==> config.mk <==
export PLATFORM = sky130hd
export DESIGN_NAME = aes_ctr_sequencer
export DESIGN_NICKNAME = d
export VERILOG_FILES = /design/src/rtl/aes_ctr_pkg.sv /design/src/rtl/aes_ctr_watchdog.sv /design/src/rtl/aes_ctr_sequencer.sv
export SDC_FILE = /design/constraint.sdc
export NUM_CORES = 1
export LEC_CHECK = 0
export ABC_AREA = 1
export CAP_MARGIN = 20
export CELL_PAD_IN_SITES_DETAIL_PLACEMENT = 0
export CELL_PAD_IN_SITES_GLOBAL_PLACEMENT = 1
export CORE_AREA = 5 5 380 382
export DETAILED_ROUTE_END_ITERATION = 10
export DIE_AREA = 0 0 385 387
export PLACE_DENSITY = 0.6
export SETUP_SLACK_MARGIN = 0.1
export SLEW_MARGIN = 15
export SYNTH_ARGS = -nofsm -noshare
export SYNTH_HDL_FRONTEND = slang
export SYNTH_HIERARCHICAL = 1
export SYNTH_SLANG_ARGS = --single-unit
==> constraint.sdc <==
create_clock -name HCLK -period 24.4 [get_ports HCLK]
set_clock_uncertainty 0.1 [all_clocks]
set_input_delay 3.66 -clock HCLK [delete_from_list [all_inputs] [get_ports HCLK]]
set_output_delay 3.66 -clock HCLK [all_outputs]
set_load 0.02 [all_outputs]
==> src/rtl/aes_ctr_pkg.sv <==
// Shared types and widths for the AES-CTR sequencer.
package aes_ctr_pkg;

    localparam int AES_BLK_W = 128;
    localparam int ADDR_W    = 32;
    localparam int FIFO_W    = ADDR_W + AES_BLK_W;   // {destination, ciphertext}

    // Sequencer FSM states.
    typedef enum logic [1:0] {
        IDLE     = 2'd0,
        START    = 2'd1,
        WAIT_AES = 2'd2,
        PUSH     = 2'd3
    } state_t;

endpackage : aes_ctr_pkg

==> src/rtl/aes_ctr_watchdog.sv <==
// Loadable down-counter guarding the wait for the AES core.
// Loading sets the counter to TIMEOUT_CYCLES-1. Each enabled cycle counts one down.
// o_expired is high on the last allowed cycle, which is when the count reaches zero.
module aes_ctr_watchdog #(
    parameter int TIMEOUT_CYCLES = 64
) (
    input  logic i_clk,
    input  logic i_rst,
    input  logic i_load,
    input  logic i_en,
    output logic o_expired
);

    localparam int CNT_W = (TIMEOUT_CYCLES > 1) ? $clog2(TIMEOUT_CYCLES) : 1;
    localparam logic [CNT_W-1:0] LOAD_VAL = CNT_W'(TIMEOUT_CYCLES - 1);

    logic [CNT_W-1:0] r_count;

    // Load on job start, then count down while waiting, saturating at zero.
    always_ff @(posedge i_clk or posedge i_rst) begin
        if (i_rst) begin
            r_count <= '0;
        end else if (i_load) begin
            // NOTE: state is updated with <= so every flop samples pre-edge values; blocking here would race other always_ff blocks.
            r_count <= LOAD_VAL;
        end else if (i_en && (r_count != '0)) begin
            r_count <= r_count - 1'b1;
        end
    end

    assign o_expired = (r_count == '0);

endmodule : aes_ctr_watchdog

==> src/rtl/aes_ctr_sequencer.sv <==
// AES-CTR job sequencer: captures a job, builds the counter block, runs the AES
// core, XORs the keystream into the plaintext and pushes {destination, ciphertext}.
module aes_ctr_sequencer
    import aes_ctr_pkg::*;
#(
    parameter int TIMEOUT_CYCLES = 64,
    parameter int CTR_W          = 32
) (
    input  logic                 HCLK,
    input  logic                 HRESET,
    input  logic                 write_out,
    input  logic [AES_BLK_W-1:0] key,
    input  logic [AES_BLK_W-1:0] nonce,
    input  logic [ADDR_W-1:0]    destination,
    input  logic [AES_BLK_W-1:0] plain_text,
    output logic                 busy,
    output logic                 aes_start,
    output logic [AES_BLK_W-1:0] aes_key,
    output logic [AES_BLK_W-1:0] aes_block,
    input  logic                 aes_done,
    input  logic [AES_BLK_W-1:0] aes_result,
    input  logic                 fifo_full,
    output logic                 fifo_wr,
    output logic [FIFO_W-1:0]    fifo_wdata,
    output logic                 err_timeout,
    output logic                 err_overrun
);

    state_t               r_state;
    logic [AES_BLK_W-1:0] r_key;
    logic [AES_BLK_W-1:0] r_nonce;
    logic [ADDR_W-1:0]    r_dest;
    logic [AES_BLK_W-1:0] r_pt;
    logic [AES_BLK_W-1:0] r_ct;
    logic [CTR_W-1:0]     r_ctr;
    logic                 r_err_timeout;
    logic                 r_err_overrun;

    logic                 w_wdog_expired;
    logic                 w_new_session;
    logic                 w_fifo_wr;
    logic [CTR_W-1:0]     w_ctr_word;

    // The job key and nonce registers also remember the previous session.
    // A job whose key or nonce differs from them restarts the block counter.
    assign w_new_session = (key != r_key) || (nonce != r_nonce);
    assign w_fifo_wr     = (r_state == PUSH) && !fifo_full;
    assign w_ctr_word    = r_nonce[CTR_W-1:0] + r_ctr;   // wraps mod 2^CTR_W

    aes_ctr_watchdog #(
        .TIMEOUT_CYCLES (TIMEOUT_CYCLES)
    ) u_watchdog (
        .i_clk     (HCLK),
        .i_rst     (HRESET),
        .i_load    (r_state == START),
        .i_en      (r_state == WAIT_AES),
        .o_expired (w_wdog_expired)
    );

    // Main FSM together with the job, counter and ciphertext registers.
    always_ff @(posedge HCLK or posedge HRESET) begin
        if (HRESET) begin
            // NOTE: every job, session and counter register is reset, so after HRESET the outputs are 0 and the next job starts with ctr=0.
            r_state <= IDLE;
            r_key   <= '0;
            r_nonce <= '0;
            r_dest  <= '0;
            r_pt    <= '0;
            r_ct    <= '0;
            r_ctr   <= '0;
        end else begin
            case (r_state)
                IDLE: begin
                    if (write_out) begin
                        r_key   <= key;
                        r_nonce <= nonce;
                        r_dest  <= destination;
                        r_pt    <= plain_text;
                        if (w_new_session) begin
                            r_ctr <= '0;
                        end
                        r_state <= START;
                    end
                end
                START: begin
                    r_state <= WAIT_AES;
                end
                WAIT_AES: begin
                    if (aes_done) begin
                        r_ct    <= r_pt ^ aes_result;
                        r_state <= PUSH;
                    end else if (w_wdog_expired) begin
                        // The job is discarded and the counter is left untouched.
                        r_state <= IDLE;
                    end
                end
                PUSH: begin
                    if (w_fifo_wr) begin
                        r_ctr   <= r_ctr + 1'b1;
                        r_state <= IDLE;
                    end
                end
                default: r_state <= IDLE;
            endcase
        end
    end

    // Sticky error flags, cleared only by HRESET.
    always_ff @(posedge HCLK or posedge HRESET) begin
        if (HRESET) begin
            r_err_timeout <= 1'b0;
            r_err_overrun <= 1'b0;
        end else begin
            if ((r_state == WAIT_AES) && !aes_done && w_wdog_expired) begin
                r_err_timeout <= 1'b1;
            end
            if (write_out && (r_state != IDLE)) begin
                r_err_overrun <= 1'b1;
            end
        end
    end

    assign busy        = (r_state != IDLE);
    assign aes_start   = (r_state == START);
    assign aes_key     = r_key;
    assign aes_block   = {r_nonce[AES_BLK_W-1:CTR_W], w_ctr_word};
    assign fifo_wr     = w_fifo_wr;
    assign fifo_wdata  = {r_dest, r_ct};
    assign err_timeout = r_err_timeout;
    assign err_overrun = r_err_overrun;

endmodule : aes_ctr_sequencer
After elaboration in Yosys (flattened, before gate mapping)
Index checks and enable logic that the tools add are counted.
- bits of input ports: 549
- output and inout bits: 421
- logic and storage cells: 52
- register bits: 586
- bitwise operators: 1
- multiplexer cells: 11
- reduce and logical (&&, ||, !) cells: 18
- eq/ne operators: 9
- add/sub/neg operators: 3
- operators with widths (kind ; number):
    inequality test 128 bit ; 2
    bitwise XOR 128 bit ; 1
    2-to-1 mux 32 bit ; 3
    case mux 32 bit (2 select lines) ; 1
    adder 32 x 1 -> 32 bit, second input constant ; 1
    adder 32 bit ; 1
    2-to-1 mux 6 bit ; 2
    2-to-1 mux 2 bit ; 4
    case mux 2 bit (4 select lines) ; 1
    logical NOT 6 bit ; 1
    inequality test 2 bit, second input constant ; 3
    nonzero test 2 bit ; 3
    nonzero test 6 bit ; 1
    subtractor 6 x 1 -> 6 bit, second input constant ; 1
    logical AND 1 bit ; 5
    equality test 2 bit, second input constant ; 2
    AND reduction 2 bit ; 2
    AND reduction 4 bit ; 1
    inequality test 3 bit, second input constant ; 1
    AND reduction 3 bit ; 1
    equality test 2 x 1 -> 1 bit, second input constant ; 1
    logical NOT 1 bit ; 2
    logical NOT 2 bit ; 1
    logical OR 1 bit ; 1

Depth between registers and ports, before layout
- word-level depth: 5
- gate-level depth with buffers: 17
- depth with buffers taken out: 16

Hierarchy
The synthesis kept the hierarchy.
- by module, submodules not included (module ; area each (µm²) ; cells an instance ; sequential area each (µm²) ; instances):
    aes_ctr_sequencer ; 29923.7 ; 3405 ; 14513.9 ; 1
    aes_ctr_watchdog ; 402.9 ; 54 ; 150.1 ; 1

Worst setup path before layout
OpenSTA, ideal clock, no wires.
- kind: input-to-output
- from: in fifo_full
- to: out fifo_wr
- path slack: 16.500 ns
- arrival time: 4.140 ns
- stages on the path: 1
- cell sequence: nor2_1
- cells in the longest elaborated chain, start to end: 2
- RTL lines (element ; RTL line ; source):
    start, declared ; aes_ctr_sequencer.sv:22 ; input logic fifo_full,
    logical NOT 1 bit ; aes_ctr_sequencer.sv:47 ; assign w_fifo_wr = (r_state == PUSH) && !fifo_full;
    logical AND 1 bit ; aes_ctr_sequencer.sv:47 ;
    end, declared ; aes_ctr_sequencer.sv:23 ; output logic fifo_wr,
No other way between the ends.

Worst setup path in the final report
Ends and elaborated chain as after synthesis.

==> metrics.md <==
| Metric | Value |
|---|---|
| Status | `completed` |
| Ys async rst share | `100%` |
| Cell Int Power | `3300 uW` |
| Post-Syn Nets | `4,043` |
| GRT Total Usage | `16.3%` |
| I/O pins | `970` |
| Worst setup path startpoint | `fifo_full` |
| Largest net degree at the start of global routing | `134` |
| Number of setup violations in the final report | `0` |
| Antenna violations before repair | `between 70 and 80` |
| Minimum clock period | `8.85 ns` |
| Data required, critical path | `20.64 ns` |
| Router iterations before antenna repair | `4` |
| Fmax | `around 0.11 GHz` |
| First-pass GRT wire length | `between 150 and 200 mm` |
| Post-CTS Setup Repair Bufs | `0` |
| FF/Latch Area | `roughly 15,000 um^2` |
| Adder-Cell Fraction of Synth Area | `1.47%` |
| Initial core utilization | `21.6%` |
| Per-cell routed wire length | `19.9 um` |
| CTS H-tree depth | `3` |
| Drt via density | `4.03` |
| Design Power | `5550 uW` |
| Final WL | `126 mm` |
| # nets final | `approximately 4,900` |
| Total number of vias | `between 20,000 and 30,000` |
| Xor and xnor area share after synthesis | `around 7.7%` |
| CTS resizes | `0` |
| CTS tree | `built` |
| Netlist Area Pre-Place | `30,300 um^2` |
| Logic pwr share | `46.4%` |
| Sequential area share after synthesis | `between 40% and 50%` |
| Post-synth top flop | `dfrtp_1` |
| Die H | `387 um` |
| Post-synth EDFFs | `0` |
| Clock buffer depth | `3` |
| Area Growth Syn to Fin | `45.2%` |
| Stages on worst setup path | `4` |
| Clock slew at reported path FFs | `0.06 ns` |
| Delay-heaviest family, CP | `buffers and inverters` |
| Final Hold Viols | `0` |
| Switching part of the total | `40.6%` |
| Clock Latency Late Sink | `between 0.6 and 0.7 ns` |
| Fillcell total | `14,900` |
| DRT iter0 DRCs | `1,202` |
| Power density cells | `between 100 and 150 nW/um^2` |
| Multi-input logic area | `13,100 um^2` |
| Total CTS buffers | `77` |
| Worst slack, placed | `15.54 ns` |
| Startpoint types | `input pin` |
| Worst reg-to-reg setup slack | `about 20 ns` |
| Slowest stage cell on the critical path | `clkdlybuf4s50_1` |
| Final Max Slew Viols | `0` |
| Fraction of power consumed by sequential logic | `32.9%` |
| Worst vdd ir | `83.5 uV` |
| Fin crit share | `36.3%` |
| DR DRC count | `0` |
| Horiz. Die Dim | `approximately 390 um` |
| Syn Area/Cell | `~9 um^2` |
| Std cell rows | `about 140` |
| Largest family of logic cells by synthesized area | `simple AND/OR/NAND/NOR gates` |
| Most used cell, CP | `clkdlybuf4s50_1` |
| Die area | `149,000 um^2` |
| Worst-path maximum fanout | `8` |
| Worst min path class | `reg2reg` |
| Yosys cell types | `43` |
| Yosys warns | `6` |
| Worst path buffer plus inverter count | `3` |
| DPL Wire Length | `99.8 mm` |
| WS Path Type | `in2out` |
| CP endpoint kind | `output pin` |
| Grt ovf | `0` |
| Final worst slack | `15.55 ns` |
| FF+latch count, synth | `586` |
| Power share of the clock group | `20.7%` |
| Max stage delay on crit path | `0.62 ns` |
| Worst r2r dst | `aes_key[76]` |
| Setup TNS | `0 ns` |
| IO buf count | `969` |
| Vias in the first global route | `25,300` |
| Routability cong. | `0.814` |
| Reg2reg start | `r_state[1]` |
| Headroom to the max-slew limit | `33.1%` |
| # clock sinks | `a little under 600` |
| Share of cells above drive strength 1 | `9.95%` |
| Cell count of the worst reg-to-reg path | `7` |
| RSZ-0062 raised after global routing | `false` |
| CP arrival | `5.09 ns` |
| Root buf cell | `clkbuf_16` |
| Setup crit end | `fifo_wr` |
| Simple logic cell fraction of the synthesized area | `17.4%` |
| Leakage | `0.0198 uW` |
| Net Switching | `2260 uW` |
| Mapped Cells | `3,459` |
| Final ANT Viol Nets | `0` |
| Cell chain of the critical path | `clkdlybuf4s50_1 > nor2_1 > buf_4 > clkdlybuf4s50_1` |
| Post-synthesis mux area share | `9.88%` |
| Worst-margin pin slew | `1.00 ns` |
| Compound-Gate Fraction of Synth Area | `6.72%` |
| Hold bufs inserted after CTS | `0` |
| Max-Cap Viols | `0` |
| Core ar. | `between 100,000 and 150,000 um^2` |
## flip-flops by register name, indices dropped and copies added, names as in the netlist
| signal | cells |
|---|---|
| aes_key | 128 |
| r_ct | 128 |
| r_nonce | 128 |
| r_pt | 128 |
| r_ctr | 32 |
| r_dest | 32 |
| u_watchdog/r_count | 6 |
| r_state | 2 |
| err_overrun | 1 |
| err_timeout | 1 |
## cells in the mapped netlist (2+ instances only)
master    count  area [um^2]
o21ai_1       5         25.0
o21ai_0     308         1540
nand4_1       9         56.3
nand2_4       4         45.0
nor2_1      240          901
buf_1         8         30.0
o21bai_1      2         15.0
inv_1       367         1380
nor2_4        2         22.5
nand3_1      55          275
xor2_1      130         1140
nor2_2        3         18.8
inv_2         4         15.0
ha_1         34          425
buf_2        41          205
nor4_1        2         12.5
o21ai_2       3         26.3
buf_4        96          721
o21a_1        2         15.0
or2_2         3         18.8
clkbuf_1     47          176
a21o_1        4         30.0
a21oi_1      52          260
nor3_2        4         40.0
xnor2_1     137         1200
a31oi_1       2         12.5
buf_6         3         33.8
o211ai_1      4         30.0
nor3_1       20          100
nand2_1     998         3750
mux2_2      266         3000
nand2_2       5         31.3
a211oi_1      2         15.0
a21boi_0      3         22.5
dfrtp_1     586        14700
## worst min-delay path by stage
stage / startpoint / cells after the start / slack, ns / to
global route: r_ct[93] / 2 / 0.40 / r_ct[93]
finish: err_timeout / 1 / 0.37 / err_timeout
global placement: err_overrun / 1 / 0.36 / err_overrun
floorplan: u_watchdog/r_count[0] / 2 / 0.37 / u_watchdog/r_count[0]
CTS: err_overrun / 1 / 0.37 / err_overrun
detailed placement: err_overrun / 1 / 0.36 / err_overrun
## area by class of cell
cell class	instances	share of cell area, %
Sequential cell	586	33.3
Multi-Input combinational cell	2307	29.8
Timing Repair Buffer	987	22.4
Tap cell	1890	5.37
Clock buffer	114	5.06
Inverter	371	3.19
Clock inverter	27	0.708
Antenna cell	38	0.216
## kinds of logic after synthesis
group / after synthesis
buf+inv: 566
fa+ha+maj: 35
flops: 586
compound gates: 392
xor+xnor: 267
simple gates: 1347
mux: 266
## worst register-to-register path, cell delays in order, from the launching register on
cell and delay [ns]:
dfrtp_1 0.39, nor2_1 0.15, nand2_4 0.28, buf_4 0.78, buf_4 0.86, buf_4 0.67
buf_4 0.82, mux2_2 0.49
## layer usage
metal / share of wire [%] / vias up / track usage, %
met5: 0.14 / - / 0
met4: 3.3 / 28 / 6.61
met3: 10 / 208 / 7.68
met2: 47 / 756 / 26.7
met1: 39 / 11900 / 18.3
li1: - / 12600 / -
## power groups by stage
stage	clock, uW	sequential, uW	combinational (uW)
2_1_floorplan	0	2010	1300
3_3_place_gp	0	1830	2600
3_5_place_dp	0	1840	2610
4_1_cts	1200	1830	2630
5_1_grt	1230	1900	2810
6_report	1150	1830	2570
## cells in the final DEF (no fill, tap or decap), types with 4 or more instances in the layout
cell	n
nand2_1	997
clkdlybuf4s50_1	969
dfrtp_1	586
inv_1	365
o21ai_0	308
mux2_2	266
nor2_1	240
xnor2_1	137
xor2_1	130
clkbuf_16	77
nand3_1	55
a21oi_1	52
diode_2	38
ha_1	34
clkbuf_1	21
nor3_1	20
buf_4	17
clkbuf_8	16
clkinv_2	14
nand4_1	9
nand2_4	5
o21ai_1	5
nand2_2	5
o211ai_1	4
a21o_1	4
inv_2	4
nor3_2	4
## per-stage QoR
| stage | utilization (%) | hold WS [ns] | cell area (um^2) | cells |
|---|---|---|---|---|
| 6_report | 31.3 | 0.375 | 44000 | 6320 |
| 5_1_grt | 31.3 | 0.399 | 44000 | 6309 |
| 4_1_cts | 31.2 | 0.374 | 43900 | 6282 |
| 3_5_place_dp | 29.4 | 0.361 | 41400 | 6141 |
| 3_3_place_gp | 29.4 | 0.356 | 41400 | 6141 |
| 2_1_floorplan | - | 0.365 | 30300 | 3459 |
Power figures use the tool's default switching activity.
